===== src/rtl/ctrl_pkg.sv =====
// ctrl_pkg: opcodes, ALUOp encodings, FSM states and decode bundle shared by the multicycle controller
package ctrl_pkg;
  localparam logic [6:0] OP_R   = 7'b0110011;
  localparam logic [6:0] OP_I   = 7'b0010011;
  localparam logic [6:0] OP_LW  = 7'b0000011;
  localparam logic [6:0] OP_SW  = 7'b0100011;
  localparam logic [6:0] OP_BR  = 7'b1100011;
  localparam logic [6:0] OP_JAL = 7'b1101111;
  localparam logic [6:0] OP_LUI = 7'b0110111;
  localparam logic [1:0] ALU_MEM = 2'b00;
  localparam logic [1:0] ALU_BR  = 2'b01;
  localparam logic [1:0] ALU_RI  = 2'b10;
  localparam logic [1:0] ALU_JL  = 2'b11;
  typedef enum logic [2:0] {FETCH, DECODE, EXECUTE, MEMORY, WRITEBACK} state_t;
  typedef struct packed {
    logic       alu_src;
    logic [1:0] alu_op;
    logic       lw;
    logic       sw;
    logic       br;
    logic       jal;
  } dec_t;
  function automatic logic op_legal(input logic [6:0] op);
    return op inside {OP_R, OP_I, OP_LW, OP_SW, OP_BR, OP_JAL, OP_LUI};
  endfunction
endpackage


===== src/rtl/ctrl_decode.sv =====
// ctrl_decode: latched opcode -> per-instruction control bits
module ctrl_decode
  import ctrl_pkg::*;
(
  input  logic [6:0] opcode,
  output dec_t       dec
);
  always_comb begin
    dec.lw = opcode == OP_LW;
    dec.sw = opcode == OP_SW;
    dec.br = opcode == OP_BR;
    dec.jal = opcode == OP_JAL;
    dec.alu_src = opcode inside {OP_LW, OP_SW, OP_I, OP_LUI};
    dec.alu_op = (opcode inside {OP_LW, OP_SW}) ? ALU_MEM :
                 (opcode == OP_BR) ? ALU_BR :
                 (opcode inside {OP_R, OP_I}) ? ALU_RI :
                 (opcode inside {OP_JAL, OP_LUI}) ? ALU_JL : ALU_MEM;
  end
endmodule


===== src/rtl/multicycle_controller.sv =====
// multicycle_controller: FETCH/DECODE/EXECUTE/MEMORY/WRITEBACK control FSM with memory timeout and retire counter
module multicycle_controller
  import ctrl_pkg::*;
#(
  parameter int MEM_TIMEOUT = 15,
  parameter int RETIRE_W    = 32
) (
  input  logic                clk,
  input  logic                reset,
  input  logic [6:0]          Opcode,
  input  logic                instr_valid,
  input  logic                mem_ready,
  output logic                ALUSrc,
  output logic                MemtoReg,
  output logic                RegWrite,
  output logic                MemRead,
  output logic                MemWrite,
  output logic                Branch,
  output logic [1:0]          ALUOp,
  output logic                IRWrite,
  output logic                PCWrite,
  output logic                illegal,
  output logic                mem_fault,
  output logic [RETIRE_W-1:0] retired
);
  state_t state, next;
  logic [6:0] opcode_q;
  logic [7:0] wait_cnt;
  logic retire, act;
  dec_t dec;
  ctrl_decode u_dec (.opcode(opcode_q), .dec(dec));
  always_ff @(posedge clk) begin
    if (reset) begin
      state <= FETCH;
      opcode_q <= '0;
      wait_cnt <= '0;
      retired <= '0;
    end else begin
      state <= next;
      if (state == DECODE) opcode_q <= Opcode;
      wait_cnt <= (state == MEMORY && !mem_ready) ? wait_cnt + 8'd1 : '0;
      if (retire) retired <= retired + RETIRE_W'(1);
    end
  end
  always_comb begin
    next = state;
    retire = 1'b0;
    IRWrite = 1'b0;
    PCWrite = 1'b0;
    illegal = 1'b0;
    mem_fault = 1'b0;
    RegWrite = 1'b0;
    MemRead = 1'b0;
    MemWrite = 1'b0;
    MemtoReg = 1'b0;
    Branch = 1'b0;
    act = state inside {EXECUTE, MEMORY, WRITEBACK};
    ALUSrc = act & dec.alu_src;
    ALUOp = act ? dec.alu_op : 2'b00;
    case (state)
      FETCH: begin
        IRWrite = instr_valid;
        next = instr_valid ? DECODE : FETCH;
      end
      DECODE: begin
        illegal = !op_legal(Opcode);
        PCWrite = illegal;
        next = illegal ? FETCH : EXECUTE;
      end
      EXECUTE: begin
        Branch = dec.br;
        PCWrite = dec.br;
        retire = dec.br;
        next = dec.br ? FETCH : (dec.lw | dec.sw) ? MEMORY : WRITEBACK;
      end
      MEMORY: begin
        MemRead = dec.lw;
        MemWrite = dec.sw;
        mem_fault = !mem_ready && wait_cnt == 8'(MEM_TIMEOUT);
        retire = mem_ready & dec.sw;
        PCWrite = mem_fault | retire;
        next = (mem_fault || (mem_ready && dec.sw)) ? FETCH : mem_ready ? WRITEBACK : MEMORY;
      end
      WRITEBACK: begin
        RegWrite = 1'b1;
        PCWrite = 1'b1;
        MemtoReg = dec.lw;
        Branch = dec.jal;
        retire = 1'b1;
        next = FETCH;
      end
      default: next = FETCH;
    endcase
    if (reset) begin
      IRWrite = 1'b0;
      PCWrite = 1'b0;
      illegal = 1'b0;
      mem_fault = 1'b0;
      RegWrite = 1'b0;
      MemRead = 1'b0;
      MemWrite = 1'b0;
      MemtoReg = 1'b0;
      Branch = 1'b0;
      ALUSrc = 1'b0;
      ALUOp = 2'b00;
    end
  end
endmodule


===== config.mk =====
export PLATFORM = sky130hd
export DESIGN_NAME = multicycle_controller
export DESIGN_NICKNAME = d
export VERILOG_FILES = /design/src/rtl/ctrl_pkg.sv /design/src/rtl/ctrl_decode.sv /design/src/rtl/multicycle_controller.sv
export SDC_FILE = /design/constraint.sdc
export NUM_CORES = 1
export LEC_CHECK = 0
export ABC_CLOCK_PERIOD_IN_PS = 4900
export CAP_MARGIN = 30
export CORE_ASPECT_RATIO = 1.4
export CORE_MARGIN = 2
export CORE_UTILIZATION = 40
export CTS_BUF_LIST = sky130_fd_sc_hd__clkbuf_8
export CTS_CLUSTER_DIAMETER = 30
export DETAILED_ROUTE_END_ITERATION = 12
export GPL_TIMING_DRIVEN = 1
export PLACE_DENSITY_LB_ADDON = 0.15
export SYNTH_ARGS = -nofsm -noshare
export SYNTH_HDL_FRONTEND = slang
export SYNTH_HIERARCHICAL = 1
export SYNTH_SLANG_ARGS = --single-unit

===== constraint.sdc =====
create_clock -name clk -period 4.9 [get_ports clk]
set_input_delay 0.735 -clock clk [delete_from_list [all_inputs] [get_ports clk]]
set_output_delay 0.735 -clock clk [all_outputs]
set_load 0.05 [all_outputs]

Word level (Yosys, flattened, before mapping)
Index checks and enable logic that the tools add are counted.
{"block": "totals", "word_cells": 77, "memories": 0, "ff_bits": 50, "mem_bits_rw": 0, "rom_bits": 0, "out_inout_bits": 44, "latch_bits": 0, "inputBits": 11}
{"block": "op_classes", "div": 0, "n_eq_ne": 19, "multipliers": 0, "magnitude_cmp": 0, "n_reduce_logical": 14, "add_sub_neg": 2, "shifts": 0, "bitwise_logic": 5, "muxes": 33}
{"cell": "== test 7 x 6 -> 1 bit (second input constant)", "n": 6}
{"cell": "adder 32 x 1 -> 32 bit (second input constant)", "n": 1}
{"cell": "== test 7 bit (second input constant)", "n": 4}
{"cell": "2-to-1 mux 1 bit", "n": 18}
{"cell": "== test 7 x 2 -> 1 bit (second input constant)", "n": 2}
{"cell": "== test 7 x 5 -> 1 bit (second input constant)", "n": 2}
{"cell": "2-to-1 mux 2 bit", "n": 7}
{"cell": "2-to-1 mux 3 bit", "n": 4}
{"cell": "case mux 3 bit (4 select lines)", "n": 1}
{"cell": "adder 8 x 1 -> 8 bit (second input constant)", "n": 1}
{"cell": "== test 8 x 4 -> 1 bit (second input constant)", "n": 1}
{"cell": "nonzero test 7 bit", "n": 1}
{"cell": "== test 3 x 2 -> 1 bit (second input constant)", "n": 2}
{"cell": "nonzero test 2 bit", "n": 3}
{"cell": "case mux 1 bit (4 select lines)", "n": 1}
{"cell": "nonzero test 4 bit", "n": 1}
{"cell": "== test 3 x 1 -> 1 bit (second input constant)", "n": 1}
{"cell": "== test 3 bit (second input constant)", "n": 1}
{"cell": "logical AND 1 bit", "n": 3}
{"cell": "logical NOT 3 bit", "n": 1}
{"cell": "case mux 1 bit (3 select lines)", "n": 1}
{"cell": "nonzero test 3 bit", "n": 1}
{"cell": "AND 1 bit", "n": 2}
{"cell": "logical NOT 1 bit", "n": 2}
{"cell": "other kinds (5)", "n": 6}

Longest topological paths before layout
Gate-level depths: netlist of the first run.
{"block": "logic_depth", "depth_word": 8, "depth_mapped": 10}

Hierarchy
The synthesis of the first run kept the hierarchy.
{"mod": "multicycle_controller", "seq_area_each_um2": 1001.0, "n_inst": 1, "cells_each": 300, "area_each_um2": 2606.2}
{"mod": "ctrl_decode", "seq_area_each_um2": 0.0, "n_inst": 1, "cells_each": 21, "area_each_um2": 148.9}

Worst setup path after synthesis of the first run
OpenSTA, ideal clock, no wires.
{"block": "synth_path", "path_kind": "flip-flop to output port", "from": "reg opcode_q[6]", "to": "out PCWrite", "setup_slack_ns": 1.174, "path_stages_with_launch": 10, "path_buffers": 3, "t_arrival_ns": 2.991, "path_cell_list": "dfxtp_1 nor2b_2 nand4_1 nor3_1 and4bb_2 a211oi_2 buf_2 buf_6 buf_4 a311oi_1"}
{"element": "start: declaration", "line": "multicycle_controller.sv:27", "text": "logic [6:0] opcode_q;"}
{"element": "start signal: assignment", "line": "multicycle_controller.sv:40", "text": "if (state == DECODE) opcode_q <= Opcode;"}
{"element": "end: declaration", "line": "multicycle_controller.sv:21", "text": "output logic PCWrite,"}

==> results.toml, run 1 <==
[job]
drv_cap = 0

[critical_path]
path_class = "register to primary output"
crit_buf_inv = 1
worstPathArrival_ps = 2920
slowest_delay_ps = 860
endpoint_kind = "primary output"
critPathSlowestCell = "clkdlybuf4s50_1"
startpoint_type = "register"
cp.depth = 7
reg2regPathDepth = 8
path_max_fanout = 7
critical-path-top-delay-family = "simple AND/OR/NAND/NOR gates"
cp.required_ps = 4160
cp_cell_sequence = "nor2b_2, nand4_1, nor3_1, and4bb_2, a211oi_4, a311oi_1, clkdlybuf4s50_1"

[timing]
rsz0062_at_grt = "no"
fin_crit_ps = 3660
holdWs_ps = 464
tightest_slew_ps = 986
skew_ps = 4.62
clock.fmax_ghz = 0.273
setup-tns-final_ps = 0
max_slew_margin = 0.343
drv_slew = 0
hold_violations = 0
setup_viol = 0
finalCritPeriodShare = 0.746

[floorplan]
die_w_um = 74.1
rows = 35
initial_core_util = 0.417
die_h_um = 102
die_area_um2 = 7580
io_pins = 55
core_um2 = 6610

[clocking]
cts_htree_levels = 2
clk_pin_slew_ps = 90
numCtsBuffers = 5
tritoncts = "built"
numClockSinks = 50
clockRootBuffer = "clkbuf_8"
cts_resized = 0
cts_setup_buffers = 0
cts_hold_buf = 0
insertion_delay_ps = 310
clockBufferDepth = 2

[global_route]
grt_pass1_vias = 2270
antenna_found_initial = 0
grt_pass1_wl_um = 10300
overflow = 0
grt_usage = 0.171
grt_max_degree = 56

[routing]
first_pass_iters = 4
drc = 0
drt-initial-drc-count = 123
vias = 2515
post_drt_wl_per_cell_um = 13.8
antenna_left = 0
routed_wl_um = 6290
via_per_inst = 5.53

[pwr]
clockPowerShare = 0.396
p_leak_uw = 0.00109
p_int_uw = 591
seq_power_share = 0.548
sw_frac_of_total = 0.221
p_per_area_nw_per_um2 = 221
ir_worst_vdd_uv = 130
p_comb_frac = 0.055
switching_power_uw = 168
p_total_uw = 759

[cells_and_area]
fin_util = 0.519
nets = 376
syn2layout_area_growth_pct = 24.6
antenna-diode-count = 0
drive_gt1_frac = 0.0826

[synth]
synth_area_um2 = 2760
synth_cell_types = 52
synth_seq_cells = 50
synth_edf_count = 0
syn-num-nets = 334
postSynth.topFlopCell = "dfxtp_1"
syn_inst = 321
synth-async-reset-ratio = 0
syn_area_per_cell_um2 = 8.58
yosysWarnings = 6
seq_area_frac_synth = 0.363

[status]
outcome = "complete, no violations"

[placed_design]
place.gp.congestion = 0.783
io_buffers = 54
hpwl_um = 4360

[worst_hold_path]
min_delay_path_depth = 1
hold_class = "register to register"
[power by group through the flow]
stage / clock network [µW] / registers [µW] / logic [µW]
after floorplan: 0 / 422 / 29.2
after global placement: 0 / 426 / 41.6
after detailed placement: 0 / 426 / 42.3
after CTS: 311 / 416 / 42.3
after global routing: 330 / 417 / 46.6
final: 301 / 416 / 42.0
[registers in the layout, summed over array words and instances, names as in the netlist]
signal    flops
opcode_q      7
retired      32
state         3
wait_cnt      8
[synth_stat cells, drive strengths merged (8+ instances only)]
master	n	share of area
a21oi	26	0.047
buf	14	0.030
nor2	36	0.050
mux2i	8	0.029
nand2	18	0.025
o31ai	18	0.049
nand4	13	0.032
nand3	15	0.029
nor2b	10	0.024
dfxtp	50	0.36
and3	10	0.023
or4	18	0.049
[path summary, 6_finish.rpt]
check	from	end	slack [ps]
worst min-delay path	wait_cnt[0]$_SDFF_PP0_	wait_cnt[0]$_SDFF_PP0_	460
worst max register to register	opcode_q[4]$_SDFFE_PP0P_	retired[31]$_SDFFE_PP0P_	2300
worst max-delay path	opcode_q[4]$_SDFFE_PP0P_	PCWrite	1240
worst min register to register	wait_cnt[0]$_SDFF_PP0_	wait_cnt[0]$_SDFF_PP0_	460
[cell families after synthesis]
kind of cell	after synthesis	share of synthesized area
DFF	50	0.363
xor gates and xnor gates	9	0.0286
and+or+nand+nor	163	0.362
buffers and inverters	23	0.0422
muxes	15	0.0577
AOI/OAI and AO/OA	59	0.137
adders and majority gates	2	0.00908
[metal layers]
metal,share of wire,wire (µm),vias to the layer above,track usage
met4,0.013,84,0,0.0629
met2,0.52,3270,52,0.310
met5,0,0,-,0
met3,0.037,232,6,0.0296
met1,0.43,2700,1176,0.196
li1,-,-,1281,-
[metrics by stage]
stage | worst slack (ps) | cell area (µm²) | cells
3_5_place_dp | 1250 | 3320 | 448
3_3_place_gp | 1280 | 3320 | 448
4_1_cts | 1200 | 3430 | 455
6_report | 1240 | 3430 | 455
2_1_floorplan | 1170 | 2760 | 321
5_1_grt | 1070 | 3430 | 455
[layout make-up]
cell class	instances	area, µm²
Multi-Input combinational cell	248	1650
Clock inverter	1	30.0
Fill cell	634	3180
Clock buffer	6	82.6
Timing Repair Buffer	56	551
Tap cell	92	115
Inverter	2	7.51
Sequential cell	50	1000
[cells in the final DEF, fill, tap and decap left out, types with 2 or more instances in the layout]
cell / netlist / final
mux2_2: 3 / 3
or4_1: 18 / 18
nor3b_1: 2 / 2
a21oi_1: 26 / 26
nor4b_2: 3 / 3
inv_1: 2 / 2
xnor2_1: 6 / 6
ha_1: 2 / 2
nor2b_1: 9 / 9
and4_1: 3 / 3
nand3_1: 14 / 14
and3b_1: 2 / 2
o31ai_1: 18 / 18
nor4_2: 4 / 4
mux2i_1: 8 / 8
nand4_1: 12 / 12
clkdlybuf4s50_1: 0 / 53
nor2_1: 35 / 35
buf_4: 1 / 2
or3_1: 5 / 5
nor3b_2: 2 / 2
a211oi_1: 2 / 2
and2_1: 6 / 6
nor4_1: 3 / 3
nor3_1: 6 / 6
xor2_1: 3 / 3
mux2_1: 4 / 4
o21ai_0: 5 / 5
nand2b_1: 2 / 2
and3_1: 10 / 10
clkbuf_8: 0 / 6
nand2_1: 18 / 18
dfxtp_1: 50 / 50
[worst reg2reg max path, cell delays in order (launching register included)]
cell and delay [ps]:
dfxtp_1 410, nor2b_2 200, nand4_1 130, nor3_1 350, and4bb_2 330, a211oi_4 60
buf_4 300, nor4_2 360, mux2_1 350
No activity file was read; power rests on OpenSTA's default activity.
==> inputs of run 2 (changes only) <==
--- a/config.mk
+++ b/config.mk
@@ -5,7 +5,7 @@
 export SDC_FILE = /design/constraint.sdc
 export NUM_CORES = 1
 export LEC_CHECK = 0
-export ABC_CLOCK_PERIOD_IN_PS = 4900
+export ABC_CLOCK_PERIOD_IN_PS = 3500
 export CAP_MARGIN = 30
 export CORE_ASPECT_RATIO = 1.4
 export CORE_MARGIN = 2
==> constraint.sdc (replaced) <==
create_clock -name clk -period 3.5 [get_ports clk]
set_input_delay 0.525 -clock clk [delete_from_list [all_inputs] [get_ports clk]]
set_output_delay 0.525 -clock clk [all_outputs]
set_load 0.05 [all_outputs]
==> run 2 against run 1 <==
Net effect:
- sequential share of layout area decreased by 0.39 points
- largest power group unchanged
- critical endpoint is now MemtoReg
- register-to-register slack lost 1400 ps
- count of clock-buffer cells in the layout decreased by 1
- cell area up 1.3%
- utilization is 0.70 points higher
- clock power rose by 62%
- critical path type unchanged
- critical path depth decreased by 2
- highest routed layer unchanged
==> results.toml, run 2 (synthesized netlist as in run 1, its figures left out) <==
[clocking]
insertion_delay_ps = 300
clockRootBuffer = "clkbuf_8"
tritoncts = "built"
cts_setup_buffers = 0
numCtsBuffers = 5
numClockSinks = 50
cts_hold_buf = 0
clockBufferDepth = 2
clk_pin_slew_ps = 90
cts_resized = 0
cts_htree_levels = 2

[critical_path]
endpoint = "MemtoReg"
path_max_fanout = 6
worstPathArrival_ps = 2580
r2r-start = "opcode_q[6]$_SDFFE_PP0P_"
path_class = "register to primary output"
startpoint_type = "register"
startpoint = "opcode_q[3]$_SDFFE_PP0P_"
cp.required_ps = 2970
reg2regPathDepth = 8
endpoint_kind = "primary output"
r2r_end = "retired[25]$_SDFFE_PP0P_"
reg2reg_slack_ps = 860

[global_route]
grt_max_degree = 56
antenna_found_initial = 0
overflow = 0
grt_pass1_vias = 2371
grt_pass1_wl_um = 10900
grt_usage = 0.180

[timing]
clock.fmax_ghz = 0.322
tightest_slew_ps = 700
max_slew_margin = 0.529
skew_ps = 10.3
rsz0062_at_grt = "no"
holdWs_ps = 467
setup-tns-final_ps = 0
hold_violations = 0
fin_crit_ps = 3100
finalCritPeriodShare = 0.887
drv_slew = 0
setup_viol = 0

[placed_design]
place.gp.congestion = 0.809
io_buffers = 54
hpwl_um = 4530

[floorplan]
io_pins = 55
die_w_um = 74.1
initial_core_util = 0.417
core_um2 = 6610
die_area_um2 = 7580
rows = 35
die_h_um = 102

[cells_and_area]
layout_commonest_cell = "clkdlybuf4s50_1"
layout_common_cells = "51 x clkdlybuf4s50_1, 50 x dfxtp_1, 35 x nor2_1"
syn2layout_area_growth_pct = 26.2
antenna-diode-count = 0
reg.largest.list = "retired (32), wait_cnt (8), opcode_q (7)"
drive_gt1_frac = 0.0959
nFillCells = 639
nets = 377
largest_reg_flops = 32
regMostFlops = "retired"

[status]
outcome = "complete, no violations"

[pwr]
p_int_uw = 886
switching_power_uw = 245
clockPowerShare = 0.432
ir_worst_vdd_uv = 154
p_leak_uw = 0.00111
p_comb_frac = 0.054
sw_frac_of_total = 0.217
seq_power_share = 0.514
p_per_area_nw_per_um2 = 325

[routing]
routed_wl_um = 6460
drt-initial-drc-count = 136
post_drt_wl_per_cell_um = 14.1
vias = 2575
via_per_inst = 5.63
antenna_left = 0
first_pass_iters = 4
drc = 0

[worst_hold_path]
hold_class = "register to register"

[job]
drv_cap = 0
run 2: layer usage:
metal | global-route usage | vias up | wire length (µm) | share of wire
met4 | 0.0657 | 0 | 38 | 0.0059
met1 | 0.207 | 1237 | 2840 | 0.44
met2 | 0.325 | 49 | 3330 | 0.52
li1 | - | 1287 | - | -
met5 | 0 | - | 0 | 0
met3 | 0.0345 | 2 | 245 | 0.038
run 2: metrics by stage:
step | utilization | setup slack (ps) | std cells | cell area (µm²) | total power, µW
3_5_place_dp | 0.505 | 506 | 449 | 3340 | 657
2_1_floorplan | - | 524 | 321 | 2760 | 633
4_1_cts | 0.526 | 371 | 457 | 3480 | 1150
6_report | 0.526 | 396 | 457 | 3480 | 1130
5_1_grt | 0.526 | 236 | 457 | 3480 | 1180
3_3_place_gp | 0.505 | 580 | 449 | 3340 | 656
run 2: final cells by class:
cell class              instances  area, µm²  share of cell area
clock buffers                   5       68.8              0.0198
clock inverters                 3       68.8              0.0198
inverters                       2       7.51             0.00216
multi-input cells             248       1650               0.475
flip-flops and latches         50       1000               0.288
well taps                      92        115              0.0331
repair buffers                 57        566               0.163
run 2: worst min path at each step:
| stage | startpoint | to | slack, ps | cells after the start |
|---|---|---|---|---|
| floorplan | wait_cnt[0]$_SDFF_PP0_ | wait_cnt[0]$_SDFF_PP0_ | 420 | 1 |
| global placement | wait_cnt[0]$_SDFF_PP0_ | wait_cnt[0]$_SDFF_PP0_ | 430 | 1 |
| detailed placement | wait_cnt[0]$_SDFF_PP0_ | wait_cnt[0]$_SDFF_PP0_ | 450 | 1 |
| CTS | wait_cnt[0]$_SDFF_PP0_ | wait_cnt[0]$_SDFF_PP0_ | 470 | 1 |
| global route | wait_cnt[0]$_SDFF_PP0_ | wait_cnt[0]$_SDFF_PP0_ | 510 | 1 |
| finish | wait_cnt[0]$_SDFF_PP0_ | wait_cnt[0]$_SDFF_PP0_ | 470 | 1 |
run 2: power by group through the flow:
stage | Clock, µW | Sequential [µW] | Combinational (µW)
finish | 489 | 582 | 60.8
global route | 526 | 584 | 66.6
CTS | 506 | 582 | 61.2
detailed placement | 0 | 595 | 61.3
global placement | 0 | 595 | 60.3
floorplan | 0 | 591 | 41.4
run 2: critical path: stages, from the launching register on:
cell and delay [ps]:
dfxtp_1 380, nor2_2 160, nand3_2 120, nor4_1 550, and3_1 270, clkdlybuf4s50_1 800
